## config.mk

```make
export PLATFORM = sky130hd
export DESIGN_NAME = exc_ctrl_flat
export DESIGN_NICKNAME = d
export VERILOG_FILES = /design/src/rtl/exc_pkg.sv /design/src/rtl/exc_ctrl_if.sv /design/src/rtl/exc_ctrl_prio_enc.sv /design/src/rtl/exc_ctrl.sv /design/src/flat_wrapper.sv
export SDC_FILE = /design/constraint.sdc
export NUM_CORES = 1
export LEC_CHECK = 0
export BUFFER_PORTS_ARGS = -buffer_cell sky130_fd_sc_hd__buf_2
export CAP_MARGIN = 40
export CORE_AREA = 2 2 43 45
export DETAILED_ROUTE_END_ITERATION = 16
export DIE_AREA = 0 0 45 47
export PLACE_DENSITY = 0.81
export RECOVER_POWER = 100
export SETUP_SLACK_MARGIN = 0.1
export SYNTH_ARGS = -nofsm -noshare
export SYNTH_HDL_FRONTEND = slang
export SYNTH_SLANG_ARGS = --single-unit
```

## constraint.sdc

```tcl
create_clock -name clk -period 1.5 [get_ports clk]
set_input_delay 0.3 -clock clk [delete_from_list [all_inputs] [get_ports clk]]
set_output_delay 0.3 -clock clk [all_outputs]
set_load 0.005 [all_outputs]
```

## src/rtl/exc_pkg.sv

```systemverilog
// Shared types and cause codes for the LEGv8 exception/interrupt controller.
package exc_pkg;

   typedef enum logic [1:0] {
      S_IDLE,
      S_PEND,
      S_HANDLER
   } exc_state_t;

   localparam int ESTATUS_NONE      = 0;
   localparam int ESTATUS_INV_INSTR = 2;
   localparam int ESTATUS_DBL_FAULT = 3;
   localparam int ESTATUS_IRQ_BASE  = 8;

   // Index width for an N-entry vector; never zero so N=1 still elaborates.
   function automatic int idx_width(input int n);
      return (n > 1) ? $clog2(n) : 1;
   endfunction

endpackage

```

## src/rtl/exc_ctrl_if.sv

```systemverilog
// Request/acknowledge and status bundle between the exception controller and the core.
interface exc_ctrl_if #(
   parameter int NIRQ = 4,
   parameter int ESW  = 4
);
   logic [NIRQ-1:0] irq;
   logic [NIRQ-1:0] irq_mask;
   logic            not_an_instr;
   logic            eret;
   logic            exc_ack;
   logic            exc;
   logic [ESW-1:0]  estatus;
   logic [NIRQ-1:0] ext_iack;
   logic [NIRQ-1:0] irq_pend;
   logic            busy;

   modport master (
      output irq, irq_mask, not_an_instr, eret, exc_ack,
      input  exc, estatus, ext_iack, irq_pend, busy
   );

   modport slave (
      input  irq, irq_mask, not_an_instr, eret, exc_ack,
      output exc, estatus, ext_iack, irq_pend, busy
   );
endinterface

```

## src/rtl/exc_ctrl_prio_enc.sv

```systemverilog
// Lowest-index-first priority encoder over the pending IRQ vector.
module prio_enc
   import exc_pkg::*;
#(
   parameter int N = 4
) (
   input  logic [N-1:0]              req,
   output logic                      valid,
   output logic [idx_width(N)-1:0]   idx
);

   localparam int IW = idx_width(N);

   always_comb begin
      valid = |req;
      idx   = '0;
      // Walk downward so the lowest set bit is the last one written.
      for (int i = N - 1; i >= 0; i--) begin
         if (req[i]) idx = IW'(i);
      end
   end

endmodule

```

## src/rtl/exc_ctrl.sv

```systemverilog
// Exception/interrupt controller: latches masked IRQs and invalid-opcode traps, runs the
// exception handshake FSM. Define EXC_IRQ_EDGE_EN for rising-edge IRQ capture.
//
// state     | meaning
// S_IDLE    | no exception in progress, watching traps and pending IRQs
// S_PEND    | exc raised, waiting for the datapath to take the vector
// S_HANDLER | handler running, waiting for ERET (a trap here is a double fault)
module exc_ctrl
   import exc_pkg::*;
#(
   parameter int NIRQ = 4,
   parameter int ESW  = 4
) (
   input logic       clk,
   input logic       reset,
   exc_ctrl_if.slave bus
);

   localparam int IW = idx_width(NIRQ);

   exc_state_t      state;
   logic [NIRQ-1:0] pend_set;
   logic [NIRQ-1:0] pend_clr;
   logic [NIRQ-1:0] iack_vec;
   logic [ESW-1:0]  cause_line;
   logic            cause_irq;
   logic            pend_valid;
   logic [IW-1:0]   pend_idx;

`ifdef EXC_IRQ_EDGE_EN
   logic [NIRQ-1:0] irq_q;

   always_ff @(posedge clk or posedge reset) begin
      if (reset) irq_q <= '0;
      else       irq_q <= bus.irq;
   end

   assign pend_set = bus.irq & ~irq_q & bus.irq_mask;
`else
   assign pend_set = bus.irq & bus.irq_mask;
`endif

   // The served line is recovered from the held cause code rather than stored twice.
   assign cause_irq  = (bus.estatus >= ESW'(ESTATUS_IRQ_BASE));
   assign cause_line = bus.estatus - ESW'(ESTATUS_IRQ_BASE);
   assign iack_vec   = NIRQ'(1) << cause_line;
   assign pend_clr   = (state == S_PEND && bus.exc_ack && cause_irq) ? iack_vec : '0;

   prio_enc #(.N(NIRQ)) u_prio (
      .req   (bus.irq_pend),
      .valid (pend_valid),
      .idx   (pend_idx)
   );

   always_ff @(posedge clk or posedge reset) begin
      if (reset) bus.irq_pend <= '0;
      else       bus.irq_pend <= (bus.irq_pend & ~pend_clr) | pend_set;
   end

   always_ff @(posedge clk or posedge reset) begin
      if (reset) begin
         state        <= S_IDLE;
         bus.estatus  <= ESW'(ESTATUS_NONE);
         bus.exc      <= 1'b0;
         bus.ext_iack <= '0;
         bus.busy     <= 1'b0;
      end else begin
         bus.ext_iack <= '0;
         case (state)
            S_IDLE: begin
               if (bus.not_an_instr) begin
                  state       <= S_PEND;
                  bus.estatus <= ESW'(ESTATUS_INV_INSTR);
                  bus.exc     <= 1'b1;
                  bus.busy    <= 1'b1;
               end else if (pend_valid) begin
                  state       <= S_PEND;
                  bus.estatus <= ESW'(ESTATUS_IRQ_BASE) + ESW'(pend_idx);
                  bus.exc     <= 1'b1;
                  bus.busy    <= 1'b1;
               end
            end
            S_PEND: begin
               if (bus.exc_ack) begin
                  state   <= S_HANDLER;
                  bus.exc <= 1'b0;
                  if (cause_irq) bus.ext_iack <= iack_vec;
               end
            end
            S_HANDLER: begin
               if (bus.eret) begin
                  state       <= S_IDLE;
                  bus.estatus <= ESW'(ESTATUS_NONE);
                  bus.busy    <= 1'b0;
               end else if (bus.not_an_instr) begin
                  state       <= S_PEND;
                  bus.estatus <= ESW'(ESTATUS_DBL_FAULT);
                  bus.exc     <= 1'b1;
               end
            end
            default: begin
               state       <= S_IDLE;
               bus.estatus <= ESW'(ESTATUS_NONE);
               bus.exc     <= 1'b0;
               bus.busy    <= 1'b0;
            end
         endcase
      end
   end

endmodule

```

## src/flat_wrapper.sv

```systemverilog
// flat-port wrapper written by rule: the top's interface ports become plain ports
module exc_ctrl_flat import exc_pkg::*;
#(
   parameter int NIRQ = 4,
   parameter int ESW  = 4
)
  (clk, reset, bus_irq, bus_irq_mask, bus_not_an_instr, bus_eret, bus_exc_ack, bus_exc, bus_estatus, bus_ext_iack, bus_irq_pend, bus_busy);
  exc_ctrl_if #(.NIRQ(NIRQ), .ESW(ESW)) bus_i ();
  input logic clk;
  input logic reset;
  input wire logic [$bits(bus_i.irq)-1:0] bus_irq;
  input wire logic [$bits(bus_i.irq_mask)-1:0] bus_irq_mask;
  input wire logic [$bits(bus_i.not_an_instr)-1:0] bus_not_an_instr;
  input wire logic [$bits(bus_i.eret)-1:0] bus_eret;
  input wire logic [$bits(bus_i.exc_ack)-1:0] bus_exc_ack;
  output wire logic [$bits(bus_i.exc)-1:0] bus_exc;
  output wire logic [$bits(bus_i.estatus)-1:0] bus_estatus;
  output wire logic [$bits(bus_i.ext_iack)-1:0] bus_ext_iack;
  output wire logic [$bits(bus_i.irq_pend)-1:0] bus_irq_pend;
  output wire logic [$bits(bus_i.busy)-1:0] bus_busy;
  assign bus_i.irq = bus_irq;
  assign bus_i.irq_mask = bus_irq_mask;
  assign bus_i.not_an_instr = bus_not_an_instr;
  assign bus_i.eret = bus_eret;
  assign bus_i.exc_ack = bus_exc_ack;
  assign bus_exc = bus_i.exc;
  assign bus_estatus = bus_i.estatus;
  assign bus_ext_iack = bus_i.ext_iack;
  assign bus_irq_pend = bus_i.irq_pend;
  assign bus_busy = bus_i.busy;
  exc_ctrl #(.NIRQ(NIRQ), .ESW(ESW)) u_core (.clk(clk), .reset(reset), .bus(bus_i));
endmodule
```

# --- Word-level counts from Yosys, hierarchy flattened ---
# Cells that the tools add are included.
totals:
  inputBits: 13
  output_inout_bits: 14
  word_cells: 58
  register_bits: 16
classes:
  muxes: 27
  eq_ne: 8
  addsub: 2
  order_cmp: 1
  reduce_logical: 8
  bitwise_logic: 5
  n_shift: 1
ops:
  columns: ["op", "n"]
  rows:
  - ["4-bit two-way mux", 8]
  - ["2-bit two-way mux", 9]
  - ["4-bit case mux with 3 select lines", 1]
  - ["3-bit AND reduction", 3]
  - ["4-bit bitwise AND", 2]
  - ["2-bit != test (second input constant)", 4]
  - ["1-bit two-way mux", 6]
  - ["1-bit case mux with 3 select lines", 2]
  - ["2-bit case mux with 3 select lines", 1]
  - ["4-bit by 2-bit adder with 4-bit output (first input constant)", 1]
  - ["4-bit >= comparator (second input constant)", 1]
  - ["4-bit inverter", 1]
  - ["4-bit bitwise OR", 1]
  - ["4-bit AND reduction", 1]
  - ["4-bit OR reduction", 1]
  - ["1-bit by 4-bit left shift with 4-bit output (first input constant)", 1]
  - ["4-bit subtractor (second input constant)", 1]
  - ["3-bit by 2-bit != test with 1-bit output (second input constant)", 1]
  - ["3-bit != test (second input constant)", 1]
  - ["2-bit by 1-bit == test with 1-bit output (second input constant)", 1]
  - ["2-bit == test (second input constant)", 1]
  - ["1-bit logical AND", 2]
  - ["2-bit logical NOT", 1]
  - ["1-bit inverter", 1]

# --- Depth between registers and ports, before layout ---
logic_depth:
  ltp_word: 8
  mapped_depth: 5
  mapped_depth_nobuf: 4

# --- Hierarchy ---
# From an unflattened synthesis, not the netlist that was laid out.
hier_totals:
  hier_cells: 75
  hier_area_um2: 755.7
by_module_without_submodules:
  columns: ["mod", "cells_each", "area_per_inst_um2", "seq_area_each_um2", "n_inst"]
  rows:
  - ["exc_ctrl", 68, 720.7, 375.4, 1]
  - ["prio_enc", 7, 35.0, 0.0, 1]

# --- Least setup slack after synthesis ---
# OpenSTA, ideal clock, no wires.
synth_timing:
  path_kind: "register to register"
  from: "reg u_core.bus.irq_pend[1]"
  to: "reg u_core.state[0]"
  stages_incl_launch_ff: 5
  arrival_time_ps: 1275
  n_path_buf: 0
  required_ps: 1379
  period_less_slack_ps: 1396
  setup_slack_ps: 104
  path_cell_list: "dfrtp_1 -> or4_4 -> nand2b_4 -> o21ai_0 -> nand2_1"
synth_between:
  elab_chain_cells: 3
synth_rtl:
  columns: ["item", "line_no", "text"]
  rows:
  - ["start: declaration", "exc_ctrl_if.sv:24", "output exc, estatus, ext_iack, irq_pend, busy"]
  - ["start signal: assignment", "exc_ctrl.sv:57", "else bus.irq_pend <= (bus.irq_pend & ~pend_clr) | pend_set;"]
  - ["4-bit OR reduction", "exc_ctrl_prio_enc.sv:15", "valid = |req;"]
  - ["3-bit by 2-bit != test with 1-bit output (no source line)", null, null]
  - ["3-bit AND reduction (no source line)", null, null]
  - ["end signal: assignment", "exc_ctrl.sv:62", "state <= S_IDLE;"]
  - ["end signal: assignment", "exc_ctrl.sv:72", "state <= S_PEND;"]
  - ["end signal: assignment", "exc_ctrl.sv:77", "state <= S_PEND;"]
  - ["end: declaration", "exc_ctrl.sv:21", "exc_state_t state;"]
# Every way passes these cells.
# A chain may end at the register's enable or synchronous reset.

# --- Worst setup path in the final report ---
layout_timing:
  from: "reg u_core.state[1]"
  to: "reg u_core.bus.irq_pend[2]"
layout_between:
  elab_chain_cells: 7
layout_rtl:
  columns: ["item", "line_no", "text"]
  rows:
  - ["2-bit by 1-bit == test with 1-bit output", "exc_ctrl.sv:47", "assign pend_clr = (state == S_PEND && bus.exc_ack && cause_irq) ? iack_vec : '0;"]
  - ["1-bit logical AND (2 in a row)", "exc_ctrl.sv:47", null]
  - ["4-bit two-way mux", "exc_ctrl.sv:47", null]
  - ["4-bit inverter", "exc_ctrl.sv:57", null]
  - ["4-bit bitwise AND", "exc_ctrl.sv:57", null]
  - ["4-bit bitwise OR", "exc_ctrl.sv:57", null]
# Every way passes these cells.

==> impl_metrics.json <==
{
  "dr_total_vias": 612,
  "drive_gt1_share_pct": 33.3,
  "syn_nets": 84,
  "reg2reg_depth": 4,
  "grt_overflow_total": 0,
  "max_freq_mhz": 708,
  "setup_tns_ps": 0,
  "io_pins": 27,
  "die_area_um2": 2120,
  "setup_violations": 0,
  "path_class": "flip-flop to flip-flop",
  "post-route-min-period_ps": 1410,
  "drt_iter0_drc": 19,
  "finalCritPeriodShare_pct": 94.1,
  "final-max-slew-violation-count": 0,
  "synth.cell_area_um2": 691,
  "die_w_um": 45,
  "grt_pass1_wl_um": 2420,
  "r2r_setup_slack_ps": 90,
  "root_buffer": "clkbuf_4",
  "synth_seq_cells": 15,
  "status": "complete, no violations",
  "antenna_left": 0,
  "cts_num_sinks": 15,
  "ir_drop_uv": 821,
  "hold_buffers": 0,
  "synthSimpleGateAreaFrac_pct": 21.9,
  "synthMuxAreaShare_pct": 0,
  "synth-xor-area-share_pct": 0,
  "fillers": 170,
  "portBuffers": 25,
  "clk_pin_slew_ps": 90,
  "post-dp-hpwl_um": 1190,
  "path_max_fanout": 5,
  "drv_cap": 0,
  "r2r_start": "u_core.state[1]$_DFFE_PP0P_",
  "syn_avg_cell_area_um2": 9.73,
  "ys_warn_count": 0,
  "num_rows": 15,
  "syn_to_final_growth_pct": 26.6,
  "max_slew.worst_pin.slew_ps": 561,
  "clock_path_buffers": 2,
  "numCtsBuffers": 3,
  "netlist_instances": 71,
  "powerDensity_nw_per_um2": 1530,
  "hold_class": "input pin to asynchronous set/reset pin",
  "synth_compound_gate_area_share_pct": 15.6,
  "grt_util_all_layers_pct": 16.6,
  "insertion_delay_ps": 280,
  "place_congestion": 0.846,
  "yosysSeqAreaShare_pct": 54.3,
  "grt_max_degree": 16,
  "slew_headroom_pct": 62.6,
  "synth_top_family_by_area": "simple AND/OR/NAND/NOR gates",
  "worstPathRequired_ps": 1680,
  "finClkSkew_ps": 6.14,
  "wirelength_um": 1590,
  "viasPerCell": 5.14,
  "antenna_found_initial": 0,
  "num_antenna_cells": 0,
  "reg2reg_to": "u_core.bus.irq_pend[2]$_DFF_PP0_",
  "coreArea_um2": 1650,
  "leakage_uw": 0.000466,
  "remaining_drc_errors": 0,
  "wl_per_cell_um": 13.3,
  "fp.dieH_um": 47,
  "grt_pass1_vias": 571,
  "cp-end-kind": "flip-flop",
  "arrival_ps": 1590,
  "final-hold-violation-count": 0,
  "total_power_uw": 1340,
  "layout.nets": 116,
  "tritoncts": "done",
  "synth.distinct_cells": 22,
  "synth_adder_area_share_pct": 0,
  "start_util_pct": 41.8,
  "rsz0062_at_grt": "yes",
  "worstSetupStartpointType": "flip-flop",
  "cts-htree-levels": 1,
  "first_pass_iters": 4
}
==> cells in the final DEF (no fill, tap or decap) <==
master / netlist / final
dfrtp_1: 15 / 14
buf_2: 0 / 22
o21ai_0: 10 / 8
inv_1: 9 / 9
nor2_1: 3 / 3
a22oi_1: 1 / 1
nor4_1: 2 / 2
o21ai_1: 0 / 1
nand2b_4: 1 / 1
nand2_1: 8 / 8
dfrtp_2: 0 / 1
o21ai_2: 0 / 1
conb_1: 1 / 1
buf_4: 1 / 2
nand2b_1: 2 / 2
clkbuf_1: 0 / 6
nor2b_4: 1 / 1
a22o_1: 3 / 3
or3_1: 3 / 1
nor2b_1: 1 / 1
a21oi_1: 3 / 3
nor3_1: 2 / 2
clkbuf_4: 0 / 3
nand2_2: 1 / 1
a211o_1: 1 / 1
nand3_1: 1 / 1
or4_1: 0 / 1
or3_4: 0 / 2
==> metrics by stage <==
stage               util [%]  std cells  hold slack (ps)  setup slack (ps)  cell area [um^2]
finish                  53.0        119             52.4              88.1               875
global route            53.0        119             91.6              37.6               875
CTS                     53.0        119             71.3               116               875
detailed placement      50.9        114              381              59.2               841
global placement        50.9        114              366               134               841
floorplan                  -         71              201               104               691
==> how the worst max path moves through the flow <==
stage	end	start	cells after the start	slack (ps)
6_report	u_core.bus.irq_pend[2]$_DFF_PP0_	u_core.state[1]$_DFFE_PP0P_	4	90
5_1_grt	u_core.bus.estatus[1]$_DFFE_PP0P_	u_core.state[1]$_DFFE_PP0P_	5	40
4_1_cts	u_core.state[0]$_DFFE_PP0P_	u_core.bus.irq_pend[1]$_DFF_PP0_	4	120
3_5_place_dp	u_core.state[0]$_DFFE_PP0P_	u_core.bus.irq_pend[0]$_DFF_PP0_	4	60
3_3_place_gp	u_core.state[0]$_DFFE_PP0P_	u_core.bus.irq_pend[1]$_DFF_PP0_	4	130
2_1_floorplan	u_core.state[0]$_DFFE_PP0P_	u_core.bus.irq_pend[1]$_DFF_PP0_	4	100
==> metal layers <==
layer  GRT usage, %  part of all wire [%]
met3           2.31                   4.6
met4           10.6                   2.5
met2           27.1                    51
met1           20.8                    42
met5              0                     0
==> cells by family after synthesis <==
logic type / after synthesis
AOI/OAI and AO/OA: 18
DFF: 15
and+or+nand+nor: 26
other: 1
buffers and inverters: 11
==> flip-flops by register name (all words and copies together), names as in the netlist <==
signal               count
u_core.bus.busy          1
u_core.bus.estatus       3
u_core.bus.exc           1
u_core.bus.ext_iack      4
u_core.bus.irq_pend      4
u_core.state             2
==> worst max-delay path: stages, from the launching register on <==
cell	delay, ps
dfrtp_2	460
nor2b_4	140
nand2_1	130
or3_4	400
a22o_1	180
==> report_power, final <==
part | switching (uW) | internal, uW | total, uW
clock network | 124 | 103 | 227
logic | 263 | 229 | 492
registers | 102 | 518 | 619
==> cells in the mapped netlist <==
cell | n | area share (%)
inv_1 | 9 | 4.9
dfrtp_1 | 15 | 54
or4_4 | 1 | 1.6
nand3_1 | 1 | 0.72
buf_4 | 1 | 1.1
nor4_1 | 2 | 1.8
nor3_1 | 2 | 1.4
a211o_1 | 1 | 1.3
nor2_1 | 3 | 1.6
a22oi_1 | 1 | 1.1
nand2_2 | 1 | 0.91
nand2b_4 | 1 | 2.0
a21oi_1 | 3 | 2.2
nor2b_1 | 1 | 0.91
nand2_1 | 8 | 4.3
nand2b_1 | 2 | 1.8
a22o_1 | 3 | 3.8
or3_1 | 3 | 2.7
conb_1 | 1 | 0.54
nor2b_4 | 1 | 2.0
o21ai_0 | 10 | 7.2
buf_6 | 1 | 1.6
==> final cells by class <==
cell class / count / area [um^2] / area share, %
timing repair buffer: 29 / 144 / 16.5
clock buffer: 4 / 26.3 / 3.00
tap: 17 / 21.3 / 2.43
inverter: 9 / 33.8 / 3.86
sequential: 15 / 377 / 43.1
multi-input combinational: 45 / 273 / 31.2
==> repair_timing <==
action / CTS / global route
cloned: 0 / 0
buffers inserted: 1 / 0
gates resized for setup: 1 / 6
endpoints found under the setup margin: 1 / 5
(Power assumes the default switching activity.)
